## src/rtl/crypt_stream_engine.sv

```systemverilog
// Iterative rotate/XOR block cipher with valid/ready handshakes.
// Each accepted block runs one round per clock and is then held until the consumer takes it.
module crypt_stream_engine #(
    parameter int DATA_W = 8,
    parameter int ROUNDS = 4
) (
    input  logic              clk,
    input  logic              rst_n,
    input  logic              in_valid,
    output logic              in_ready,
    input  logic [DATA_W-1:0] in_data,
    input  logic [DATA_W-1:0] key,
    input  logic              mode,
    output logic              out_valid,
    input  logic              out_ready,
    output logic [DATA_W-1:0] out_data,
    output logic              busy,
    output logic [15:0]       blk_cnt
);
    localparam int CW = $clog2(ROUNDS + 1);

    localparam logic [1:0] S_IDLE = 2'd0;
    localparam logic [1:0] S_RUN  = 2'd1;
    localparam logic [1:0] S_DONE = 2'd2;

    logic [1:0]        r_state;
    logic [CW-1:0]     r_cnt;
    logic [DATA_W-1:0] r_x;
    logic [DATA_W-1:0] r_key;
    logic              r_mode;
    logic [15:0]       r_blk;

    logic [CW-1:0]     w_ridx;
    logic [63:0]       w_ridx_ext;
    logic [31:0]       w_sh;
    logic [DATA_W-1:0] w_kr;
    logic [DATA_W-1:0] w_x_next;
    logic              w_last;

    // Upper half of the doubled word shifted left is the left rotation for s < DATA_W.
    function automatic logic [DATA_W-1:0] f_rotl(input logic [DATA_W-1:0] v, input logic [31:0] s);
        logic [2*DATA_W-1:0] t;
        t = {v, v} << s;
        return t[2*DATA_W-1 -: DATA_W];
    endfunction

    // Decrypt walks the round keys in reverse, so the index counts down from ROUNDS-1.
    always_comb begin
        w_ridx     = r_mode ? (CW'(ROUNDS - 1) - r_cnt) : r_cnt;
        w_ridx_ext = 64'(w_ridx);
        w_sh       = 32'(w_ridx) % 32'(DATA_W);
        w_kr       = f_rotl(r_key, w_sh) ^ w_ridx_ext[DATA_W-1:0];
        if (r_mode) begin
            w_x_next = {r_x[0], r_x[DATA_W-1:1]} ^ w_kr;
        end else begin
            w_x_next = (r_x ^ w_kr) << 1 | (r_x ^ w_kr) >> (DATA_W - 1);
        end
        w_last = (r_cnt == CW'(ROUNDS - 1));
    end

    always_ff @(posedge clk) begin
        if (!rst_n) begin
            r_state <= S_IDLE;
            r_cnt   <= '0;
            r_x     <= '0;
            r_key   <= '0;
            r_mode  <= 1'b0;
            r_blk   <= '0;
        end else begin
            case (r_state)
                S_IDLE: begin
                    if (in_valid) begin
                        r_x     <= in_data;
                        r_key   <= key;
                        r_mode  <= mode;
                        r_cnt   <= '0;
                        r_state <= S_RUN;
                    end
                end
                S_RUN: begin
                    r_x <= w_x_next;
                    if (w_last) begin
                        r_cnt   <= '0;
                        r_state <= S_DONE;
                    end else begin
                        r_cnt <= r_cnt + 1'b1;
                    end
                end
                S_DONE: begin
                    if (out_ready) begin
                        r_blk   <= r_blk + 16'd1;
                        r_state <= S_IDLE;
                    end
                end
                default: r_state <= S_IDLE;
            endcase
        end
    end

    assign in_ready  = (r_state == S_IDLE);
    assign out_valid = (r_state == S_DONE);
    assign busy      = (r_state != S_IDLE);
    assign out_data  = r_x;
    assign blk_cnt   = r_blk;

endmodule
```

## config.mk

```make
export PLATFORM = sky130hd
export DESIGN_NAME = crypt_stream_engine
export DESIGN_NICKNAME = d
export VERILOG_FILES = /design/src/rtl/crypt_stream_engine.sv
export SDC_FILE = /design/constraint.sdc
export NUM_CORES = 1
export LEC_CHECK = 0
export ABC_CLOCK_PERIOD_IN_PS = 2750
export BUFFER_PORTS_ARGS = -buffer_cell sky130_fd_sc_hd__buf_2
export CAP_MARGIN = 20
export CORE_AREA = 3 3 96 52
export CTS_CLUSTER_SIZE = 16
export DETAILED_ROUTE_END_ITERATION = 8
export DIE_AREA = 0 0 99 55
export PLACE_DENSITY = 0.88
export SLEW_MARGIN = 20
export SYNTH_ARGS = -nofsm -noshare
export SYNTH_HDL_FRONTEND = slang
export SYNTH_SLANG_ARGS = --single-unit
```

## constraint.sdc

```tcl
create_clock -name clk -period 2.75 [get_ports clk]
set_input_delay 0.55 -clock clk [delete_from_list [all_inputs] [get_ports clk]]
set_output_delay 0.55 -clock clk [all_outputs]
set_load 0.005 [all_outputs]
```

## After elaboration in Yosys (flattened, before gate mapping)

Index checks and enable logic that the tools add are counted.
Widths: inputs -> output; s select.

| storage, ports and cells | value |
|---|---|
| bits of input ports | 21 |
| output and inout bits | 27 |
| logic and storage cells | 38 |
| bits in read-only memories | 0 |
| memories | 0 |
| RAM bits | 0 |
| flip-flop bits (word level) | 38 |
| bits in latches | 0 |

| cells by class | value |
|---|---|
| eq/ne operators | 6 |
| shift-type cells | 1 |
| reductions and logical operators | 7 |
| add/sub/neg operators | 3 |
| muxes and demuxes | 11 |
| order comparisons | 0 |
| multipliers | 0 |
| bitwise operators | 4 |
| div/mod/pow operators | 0 |

Operator list:

| cell | number |
|---|---|
| $add 16x1->16 const B | 1 |
| $mux 8 | 2 |
| $pmux 8 s2 | 1 |
| $shl 16x3->16 | 1 |
| $xor 8x8->8 | 2 |
| $mux 3 | 3 |
| $or 8x1->8 | 1 |
| $xor 8x3->8 | 1 |
| $mux 2 | 3 |
| $pmux 2 s3 | 1 |
| $pmux 3 s2 | 1 |
| $reduce_and 2->1 | 3 |
| $ne 2x2->1 const B | 2 |
| $reduce_bool 2->1 | 2 |
| $add 3x1->3 const B | 1 |
| $eq 3x2->1 const B | 1 |
| $reduce_and 3->1 | 1 |
| $sub 2x3->3 const A | 1 |
| $eq 2x1->1 const B | 1 |
| $eq 2x2->1 const B | 1 |
| $logic_not 2->1 | 1 |
| $ne 2x1->1 const B | 1 |

## Longest topological paths before layout

Gate-level depths: netlist of the first run.

| logic depth | value |
|---|---|
| word-level depth | 8 |
| mapped depth | 8 |
| depth with buffers taken out | 6 |

## Worst setup path before layout of the first run

OpenSTA, ideal clock, no wires.

| timing path | value |
|---|---|
| path type | register to register |
| start point | register r_cnt[1] |
| end point | register r_x[1], in the netlist out_data[1] |
| required time | 2.662 ns |
| path buffers | 1 |
| stages on the path, launching flop included | 7 |
| arrival | 2.015 ns |
| path slack | 0.647 ns |
| period minus slack after synthesis | 2.103 ns |
| setup time | 0.088 ns |
| cells stage by stage | dfxtp_1 -> buf_2 -> xnor2_2 -> mux4_2 -> xor2_1 -> mux2_4 -> a311oi_2 |

| between the ends | value |
|---|---|
| word-level cells in the longest chain between the ends | 8 |
| elaborated cells between the ends (all ways) | 9 |
| classes of those cells | add/sub (1); shift (1); mux (3); bitwise (4) |

Ends and longest elaborated chain:

| item | line | text |
|---|---|---|
| start: declaration | 27 | `logic [CW-1:0] r_cnt;` |
| start signal: assignment | 86 | `r_cnt <= r_cnt + 1'b1;` |
| $sub 2x3->3 | 49 | `w_ridx = r_mode ? (CW'(ROUNDS - 1) - r_cnt) : r_cnt;` |
| $mux 3 * | 49 |  |
| $shl 16x3->16 | 43 | `t = {v, v} << s;` |
| $xor 8x3->8 * | 52 | `w_kr = f_rotl(r_key, w_sh) ^ w_ridx_ext[DATA_W-1:0];` |
| $xor 8x8->8 | - |  |
| $or 8x1->8 | 56 | `w_x_next = (r_x ^ w_kr) << 1 \| (r_x ^ w_kr) >> (DATA_W - 1);` |
| $mux 8 * | 53 | `if (r_mode) begin` |
| $pmux 8 s2 * | 70 | `case (r_state)` |
| end signal: assignment | 73 | `r_x <= in_data;` |
| end signal: assignment | 81 | `r_x <= w_x_next;` |
| end: declaration | 28 | `logic [DATA_W-1:0] r_x;` |

Mark *: on every way between the ends. The rest lies on a longest branch, timed or not.
A chain may end at the register's enable or synchronous reset.

## Final worst setup path of the first run

| timing path | value |
|---|---|
| start point | register r_mode |
| end point | register r_x[1], in the netlist out_data[1] |

| between the ends | value |
|---|---|
| word-level cells in the longest chain between the ends | 7 |
| elaborated cells between the ends (all ways) | 8 |
| classes of those cells | shift (1); mux (3); bitwise (4) |

Ends and longest elaborated chain:

| item | line | text |
|---|---|---|
| start: declaration | 30 | `logic r_mode;` |
| start signal: assignment | 75 | `r_mode <= mode;` |
| $mux 3 | 49 |  |
| $shl 16x3->16 | 43 |  |
| $xor 8x3->8 | 52 |  |
| $xor 8x8->8 | - |  |
| $or 8x1->8 | 56 |  |
| $mux 8 * | 53 |  |
| $pmux 8 s2 * | 70 |  |

Marks and branches as above.

==> impl_results.md, run 1 <==
- Status: finished, final reports clean
- Total grt overflow: 0
- Commonest non-fill, non-tap cells in the layout: nand2_1, buf_2, dfxtp_1, a21oi_1, xnor2_1
- Top FF cell, synth: dfxtp_1
- P_leak: about 1.2 nW
- Power density over the cells: between 400 and 500 mW/mm^2
- Worst min path class: input port to flop
- Root Driver: clkbuf_8
- Synth top area share: about a third
- Power, Total: between 1 and 1.5 mW
- Reg-to-reg slack, setup: between 200 and 300 ps
- Nets: about 350
- Final non-filler cell total: around 380
- Final hold vios: 0
- Multi-input gate area: between 0.001 and 0.0015 mm^2
- Sequential area share after synthesis: between 30% and 40%
- Post-cts hold buffer count: 0
- RSZ-0062 raised after global routing: no
- CP max stage cell: dfxtp_1
- Placed cell count: about 370
- Final GP Congestion: approximately 0.92
- Worst Path Required: between 2000 and 3000 ps
- Critical Path Fanout Max: 10
- DRT iter0 DRCs: 74
- Worst path cell trace: buf_4 -> nand3b_1 -> a21oi_1 -> a2111oi_0 -> mux2i_1 -> xnor2_1 -> a311oi_2
- Setup Fix Bufs, Post-CTS: 0
- F_max: 0.408 GHz
- Drt drc: 0
- Die H: between 50 and 60 um
- Share of layout cells above drive strength 1: 21.6%
- DRT Pass-1 Iters: 5
- Hpwl dp: 4200 um
- Min Tclk post-route: 2450 ps
- Cell Area, Synth: between 0.002 and 0.0025 mm^2
- Mapped Cells: roughly 280
- Fin util: between 60 and 70%
- Number of synthesized flops with an enable pin: 0
- Layout fillers: around 370
- Final setup fails: 0
- YS warnings: 0
- Worst setup EP type: flop
- Yosys top cell by area: dfxtp_1
- Final Max Slew Viols: 0
- Max incr delay on CP: 650 ps
- Worst setup SP type: flop
- Setup Crit Path Kind: flop to flop
- CTS Buf Count: 5
- CTS Sinks: 38
- Vias in the first global route: approximately 1900
- Clock Skew: around 4.3 ps
- Post-CTS Resized: 0
- Async set or reset register ratio after synthesis: 0%
- Slew @ Worst Pin: about 690 ps
- VDD IR-drop max: 237 uV
- Vias per std cell: between 5 and 6
- Syn_nets: 300
- Most common cell after layout, fill and taps aside: nand2_1
- Register area: 761 um^2
- Top cells by area, synth: dfxtp_1, nand2_1, xnor2_1, mux2i_1, xor2_1
- Setup TNS: 0 ps
- Largest net degree at the start of global routing: 38
- Synth unique cells: between 40 and 50
- I/O pins: between 40 and 50
- Initial antenna violation count: 0
- First-pass GRT wire length: approximately 9000 um
- Final wirelength: around 5600 um
- Max clock buf depth: 2
- Max-cap viol count: 0
- Post-synthesis register bit count: 38
- Via Count: 2135
- Die area: approximately 0.0054 mm^2
- Starting density of the core: 54.2%
- Rel. slew slack: a little over half
- Skew-Pair Late Insertion Delay: between 200 and 300 ps
- H-tree depth: 2
- Port buffer count: 47
- Antenna diode count: 0
- Die Span X: slightly below 100 um
- Synth Area per Inst: 8.36 um^2
- CTS tree: done
- Clock transition at path regs: around 70 ps
- All-Layer GR Usage: about a fifth
- Site Rows: 17
- Fin Hold WS: just over 500 ps
- DR WL/cell: ~15 um
- Final antenna-violating net count: 0
- Core Area: 0.00428 mm^2
- Synth-to-layout area growth: 16.6%
- Arr. time, crit path: ~2600 ps
- Tcrit/Tclk final: between 80% and 90%
## sequential cells by signal, indices dropped and copies added, names as in the netlist
register / count
r_mode: 1
r_cnt: 3
blk_cnt: 16
r_state: 2
out_data: 8
r_key: 8
## kinds of logic after synthesis
kind of cell	share of synthesized area (%)
AND/OR/NAND/NOR	26.6
AO/OA/AOI/OAI	14.0
flip-flops	32.8
XOR/XNOR	13.2
multiplexers	9.18
buffers and inverters	3.03
adder cells (fa/ha/maj)	1.08
## layer usage
metal / track usage (%) / up-vias / share of wire (%)
met5: 0 / - / 0
met4: 6.35 / 0 / 1.6
met3: 6.51 / 10 / 9.6
met2: 31.3 / 84 / 41
met1: 29.1 / 984 / 47
li1: - / 1057 / -
## synth_stat cells (all sizes together) (5+ instances only)
cell    instances
nand2          50
dfxtp          38
a21oi          20
xnor2          19
and2           14
nand3          14
a21boi         13
mux2i          13
xor2           13
nor2           10
clkbuf          9
nor2b           6
buf             5
## through the flow
step	setup slack, ps	cell area, um^2
floorplan	647	2320
global placement	490	2610
detailed placement	347	2610
CTS	326	2700
global route	180	2700
finish	298	2700
## power breakdown
part,internal (mW),switching [mW],leakage [nW]
clock network,0.201,0.195,0.0472
registers,0.575,0.0423,0.310
logic,0.125,0.133,0.814
## area by class of cell
type | count | share of cell area, %
clock buffers | 6 | 3.06
flip-flops and latches | 38 | 28.2
multi-input cells | 223 | 55.0
inverters | 2 | 0.278
well taps | 57 | 2.64
clock inverters | 2 | 0.463
repair buffers | 53 | 10.4
## worst max-delay path: cells and delay by family (launching register included)
family / cells / cell delay [ps]
AO/OA/AOI/OAI: 3 / 860
buffers and inverters: 1 / 250
flip-flops: 1 / 650
XOR/XNOR: 1 / 190
multiplexers: 1 / 230
AND/OR/NAND/NOR: 1 / 180
## final timing paths
| path | cells past startpoint | to | start |
|---|---|---|---|
| max | 7 | out_data[1]$_SDFFE_PN0P_ | r_mode$_SDFFE_PN0P_ |
| min | 3 | r_key[2]$_SDFFE_PN0P_ | key[2] |
| max reg2reg | 7 | out_data[1]$_SDFFE_PN0P_ | r_mode$_SDFFE_PN0P_ |
| min reg2reg | 2 | blk_cnt[4]$_SDFFE_PN0P_ | blk_cnt[4]$_SDFFE_PN0P_ |
Power figures use the tool's default switching activity.
==> run 2: changes to the inputs <==
- ABC_CLOCK_PERIOD_IN_PS: 2750 -> 2100
- CORE_AREA: 3 3 96 52 -> 3 3 102 55
- DIE_AREA: 0 0 99 55 -> 0 0 105 58
- PLACE_DENSITY: 0.88 -> 0.83
- clock period: 2.75 -> 2.1 ns (I/O delays scaled with it)
==> impl_results.md, run 2 (synthesized netlist as in run 1, its figures left out) <==
- H-tree depth: 2 (unchanged)
- Tcrit/Tclk final: 101% (+11 points)
- Total grt overflow: 0 (unchanged)
- Worst min path class: input port to flop
- Setup TNS: -22.3 ps (-22.3 ps)
- CTS Buf Count: 5 (unchanged)
- Layout fillers: 402 (+9.2%)
- Vias per std cell: 5.39 (-3.8%)
- Max clock buf depth: 2 (unchanged)
- Gr busiest metal: met2
- Sw Ratio: 29.0% (-0.17 points)
- Via Count: 2236 (+4.7%)
- CTS tree: done
- Port buffer count: 47 (unchanged)
- Violated checks: negative setup slack
- Pre-CTS setup slack: -55.2 ps (-402 ps)
- Site Rows: 18 (+1)
- Clock Skew: 9.40 ps (+5.13 ps)
- Power density over the cells: 623 mW/mm^2 (+32%)
- Rel. slew slack: 56.3% (+2.3 points)
- Skew-Pair Late Insertion Delay: 290 ps (about the same)
- Synth-to-layout area growth: 31.0%
- Core Area: 0.00482 mm^2 (+13%)
- Vias in the first global route: 2226 (+18%)
- I/O pins: 48 (unchanged)
- DRT iter0 DRCs: 138 (+86%)
- First-pass GRT wire length: 9920 um (+10%)
- Antenna diode count: 0 (unchanged)
- Final Max Slew Viols: 0 (unchanged)
- Die H: 58 um (+5.5%)
- Share of layout cells above drive strength 1: 33.3% (+12 points)
- Met2 Usage GRT: 36.9% (+5.6 points)
- CTS Sinks: 38 (unchanged)
- Placed cell count: 402 (+7.8%)
- All-Layer GR Usage: 20.1% (-0.85 points)
- Drt drc: 0 (unchanged)
- Final antenna-violating net count: 0 (unchanged)
- Clock transition at path regs: 90 ps (+20 ps)
- Initial antenna violation count: 0 (unchanged)
- Final setup fails: 2 (+2)
- Max-cap viol count: 0 (unchanged)
- Most common cell after layout, fill and taps aside: nand2_1
- GR Util met3: 5.45% (-1.1 points)
- Die Span X: 105 um (+6.1%)
- Final non-filler cell total: 415 (+8.9%)
- Worst path cell trace: buf_4 -> nand3b_1 -> a21oi_1 -> nor4_2 -> mux2i_1 -> xnor2_1 -> a211o_1
- Reg-to-reg slack, setup: -10 ps (-310 ps)
- F_max: 0.473 GHz (+16%)
- VDD IR-drop max: 366 uV (+54%)
- Worst setup EP type: flop
- Max FFs per register: 16 (unchanged)
- Nets: 367 (+6.1%)
- DRT Pass-1 Iters: 4 (-1)
- RSZ-0062 raised after global routing: yes
- Max incr delay on CP: 410 ps (-240 ps)
- CP max stage cell: nor4_2
- Final WS setup: -13.3 ps (-311 ps)
- Worst setup SP type: flop
- Hpwl dp: 4390 um (+4.7%)
- Combinational share of power: 23.8% (+3.5 points)
- Min Tclk post-route: 2110 ps (-339 ps)
- Met1 Usage GRT: 23.0% (-6.0 points)
- Starting density of the core: 48.1% (-6.1 points)
- Setup Crit Path Kind: flop to flop
- Clock share of power: 33.7% (+2.5 points)
- Die area: 0.00609 mm^2 (+12%)
- Largest net degree at the start of global routing: 38 (unchanged)
- Final hold vios: 0 (unchanged)
- Critical Path Fanout Max: 8 (-2)
- Power Internal: 1.34 mW (+49%)
- Commonest non-fill, non-tap cells in the layout: nand2_1, buf_2, dfxtp_1, buf_4, xnor2_1
- Power, Total: 1.89 mW (+49%)
- Slew @ Worst Pin: 653 ps (-34.0 ps)
- Status: finished, violations left
- Root Driver: clkbuf_8
- Switching pwr: 0.548 mW (+48%)
- Arr. time, crit path: 2300 ps (-340 ps)
- DR WL/cell: 14.8 um (+1.1%)
- Final wirelength: 6140 um (+10%)
- Reg power frac: 42.5% (-6.0 points)
- Final GP Congestion: 0.812 (-12%)
- P_leak: 1.29 nW (+10%)
- Worst Path Required: 2290 ps (-650 ps)
-- run 2: cell types whose count changed in the layout (fill, tap and decap cells not counted), sizes merged --
cell	before	now
buf	53	74
bufinv	0	1
clkbuf	6	5
clkinv	1	0
clkinvlp	1	2
-- run 2: worst paths after layout --
kind	startpoint	endpoint	cells after the start
setup reg to reg	r_cnt[0]$_SDFFE_PN0P_	out_data[0]$_SDFFE_PN0P_	7
hold / removal	key[7]	r_key[7]$_SDFFE_PN0P_	3
hold reg to reg	blk_cnt[4]$_SDFFE_PN0P_	blk_cnt[4]$_SDFFE_PN0P_	2
setup / recovery	r_cnt[0]$_SDFFE_PN0P_	out_data[0]$_SDFFE_PN0P_	7
-- run 2: layout make-up --
class | instances | area (um^2) | area share (%)
clock buffer | 5 | 68.8 | 2.27
clock inverter | 3 | 45.0 | 1.49
timing repair buffer | 74 | 454 | 15.0
inverter | 2 | 7.51 | 0.248
multi-input combinational | 223 | 1600 | 52.8
sequential | 38 | 769 | 25.4
tap | 70 | 87.6 | 2.89
-- run 2: power by group through the flow --
stage	combinational (mW)	sequential, mW	clock [mW]
5_1_grt	0.487	0.808	0.684
3_3_place_gp	0.370	0.812	0
3_5_place_dp	0.385	0.815	0
6_report	0.450	0.803	0.637
4_1_cts	0.396	0.800	0.646
2_1_floorplan	0.252	0.806	0
-- run 2: through the flow --
step | hold WS, ps | util [%] | instance area [um^2]
after floorplan | 468 | - | 2330
after global placement | 494 | 57.4 | 2770
after detailed placement | 510 | 57.4 | 2770
after CTS | 359 | 60.5 | 2920
after global routing | 369 | 62.9 | 3030
final | 372 | 62.9 | 3030
-- run 2: worst max-delay path, delay by kind of cell (launching register included) --
kind / cells / cell delay [ps]
AOI/OAI and AO/OA: 2 / 430
xor gates and xnor gates: 1 / 180
buffers and inverters: 1 / 160
DFF: 1 / 390
muxes: 1 / 220
and+or+nand+nor: 2 / 640
-- run 2: timing repair --
| action | 4_1_cts | 5_1_grt |
|---|---|---|
| pin swaps | 3 | 5 |
| endpoints found under the setup margin | 6 | 8 |
| setup buffers | 1 | 4 |
| hold buffers | 0 | 0 |
| gates resized for setup | 9 | 23 |
| gates cloned | 0 | 0 |
-- run 2: routing by layer --
metal / share of wire, % / wire length [um]
met1: 41 / 2510
met2: 51 / 3110
met5: 0 / 0
met4: 1.7 / 105
met3: 6.8 / 417
==> run 3: changes to the inputs <==
- ABC_CLOCK_PERIOD_IN_PS: 2100 -> 1700
- clock period: 2.1 -> 1.7 ns (I/O delays scaled with it)
==> impl_results.md, run 3 (synthesized netlist as in run 1, its figures left out) <==
- Min Tclk post-route: 2220 ps (+102 ps)
- Port buffer count: 47 (unchanged)
- Worst path top cell family by delay: multiplexers
- Fin Hold WS: 291 ps (-81.0 ps)
- Nets: 384 (+4.6%)
- Setup TNS: -3340 ps (-3320 ps)
- Final hold vios: 0 (unchanged)
- All-Layer GR Usage: 23.4% (+3.3 points)
- RSZ-0062 raised after global routing: yes
- Critical Path Fanout Max: 5 (-3)
- Commonest non-fill, non-tap cells in the layout: nand2_1, buf_2, buf_4, dfxtp_1, xnor2_1
- Post-route cell area: 0.00328 mm^2 (+8.0%)
- Die H: 58 um (unchanged)
- Worst r2r path cells: 6 (-1)
- Max-cap viol count: 0 (unchanged)
- Violated checks: negative setup slack
- DRT iter0 DRCs: 320 (+130%)
- Total grt overflow: 0 (unchanged)
- Rel. slew slack: 74.6% (+18 points)
- DP Area: 0.00286 mm^2 (+3.5%)
- Die area: 0.00609 mm^2 (unchanged)
- H-tree depth: 2 (unchanged)
- Post-cts hold buffer count: 0 (unchanged)
- Initial antenna violation count: 0 (unchanged)
- Share of layout cells above drive strength 1: 40.9% (+7.6 points)
- Status: finished, violations left
- Final WS setup: -516 ps (-502 ps)
- Final wirelength: 8150 um (+33%)
- Max clock buf depth: 2 (unchanged)
- Worst path depth: 6 (-1)
- Most common cell after layout, fill and taps aside: nand2_1
- VDD IR-drop max: 392 uV (+7.1%)
- First-pass GRT wire length: 11400 um (+15%)
- Clock transition at path regs: 80 ps (about the same)
- Vias per std cell: 5.93 (+10%)
- Skew-Pair Late Insertion Delay: 300 ps (about the same)
- Antenna diode count: 0 (unchanged)
- Vias in the first global route: 2421 (+8.8%)
- Slew @ Worst Pin: 377 ps (-276 ps)
- CTS Buf Count: 5 (unchanged)
- Arr. time, crit path: 2440 ps (+140 ps)
- Site Rows: 18 (unchanged)
- Worst min path class: input port to flop
- DRT Pass-1 Iters: 7 (+3)
- F_max: 0.451 GHz (-4.6%)
- Synth-to-layout area growth: 41.4%
- Core Area: 0.00482 mm^2 (unchanged)
- Die Span X: 105 um (unchanged)
- Pre-CTS setup slack: -502 ps (-447 ps)
- Via Count: 2563 (+15%)
- Final GP Congestion: 0.870 (+7.1%)
- Worst hold path depth: 3 (unchanged)
- Tcrit/Tclk final: 130% (+30 points)
- Final antenna-violating net count: 0 (unchanged)
- Sum of buffers and inverters on the critical path: 0 (-1)
- Worst setup SP type: flop
- DR WL/cell: 18.9 um (+27%)
- Final setup fails: 8 (+6)
- Max FFs per register: 16 (unchanged)
- Layout fillers: 359 (-11%)
- Largest net degree at the start of global routing: 30 (-21%)
- Setup Crit Path Kind: flop to flop
- Drt drc: 0 (unchanged)
- Final Max Slew Viols: 0 (unchanged)
- Worst Path Required: 1920 ps (-370 ps)
- Root Driver: clkbuf_8
- CTS tree: done
- Hpwl dp: 4660 um (+6.2%)
- I/O pins: 48 (unchanged)
- Worst setup EP type: flop
- CP max stage cell: mux2i_2
- Worst path cell trace: xnor2_4 -> mux2i_2 -> mux4_2 -> xor2_2 -> mux2_4 -> a311oi_2
- CTS Sinks: 38 (unchanged)
- Starting density of the core: 48.1% (unchanged)
- Max incr delay on CP: 390 ps (-20 ps)
- P_leak: 1.40 nW (+8.8%)
- Clock Skew: 6.77 ps (-2.62 ps)
- Power density over the cells: 714 mW/mm^2 (+15%)
## run 3: cell types whose count changed in the layout (fill, tap and decap cells not counted), moves of 2 or more
cell | before | now
a21boi_1 | 0 | 2
a21oi_1 | 13 | 9
buf_6 | 1 | 6
a21boi_0 | 13 | 11
mux2i_1 | 8 | 6
buf_4 | 25 | 38
a21oi_4 | 0 | 4
## run 3: final cells by class
class	count	area, um^2	area share [%]
tap	70	87.6	2.67
timing repair buffer	91	588	18.0
sequential	38	771	23.5
clock inverter	2	12.5	0.382
clock buffer	6	82.6	2.52
multi-input combinational	223	1730	52.7
inverter	2	7.51	0.229
## run 3: path summary, 6_finish.rpt
kind / start / end / slack (ps)
hold / removal: key[3] / r_key[3]$_SDFFE_PN0P_ / 290
setup reg to reg: r_mode$_SDFFE_PN0P_ / out_data[1]$_SDFFE_PN0P_ / -520
setup / recovery: r_mode$_SDFFE_PN0P_ / out_data[1]$_SDFFE_PN0P_ / -520
hold reg to reg: blk_cnt[4]$_SDFFE_PN0P_ / blk_cnt[4]$_SDFFE_PN0P_ / 530
## run 3: layer usage
metal / wire length [um] / global-route usage, % / vias up
met5: 0 / 0 / -
li1: - / - / 1131
met3: 812 / 5.12 / 61
met4: 515 / 12.3 / 0
met1: 2960 / 26.9 / 1178
met2: 3860 / 41.8 / 193
## run 3: tightest hold or removal path: cells and delay by family
kind / cells / cell delay [ps]
buffers and inverters: 1 / 100
AO/OA/AOI/OAI: 1 / 60
AND/OR/NAND/NOR: 1 / 40
## run 3: what timing repair did
item                                    4_1_cts  5_1_grt
pin swaps                                    20       13
endpoints found under the hold margin         0        0
gates resized for setup                      27       33
endpoints found under the setup margin        9       13
buffers inserted                              3        6
## run 3: report_power, final
part           internal [mW]  switching (mW)
Combinational          0.328           0.346
Sequential             0.929          0.0619
Clock                  0.326           0.348
## run 3: through the flow
stage          instances  utilization, %  total power, mW
6_report             432            68.0             2.34
5_1_grt              432            68.0             2.41
4_1_cts              426            64.1             2.21
3_5_place_dp         415            59.4             1.50
3_3_place_gp         415            59.4             1.47
2_1_floorplan        277               -             1.31
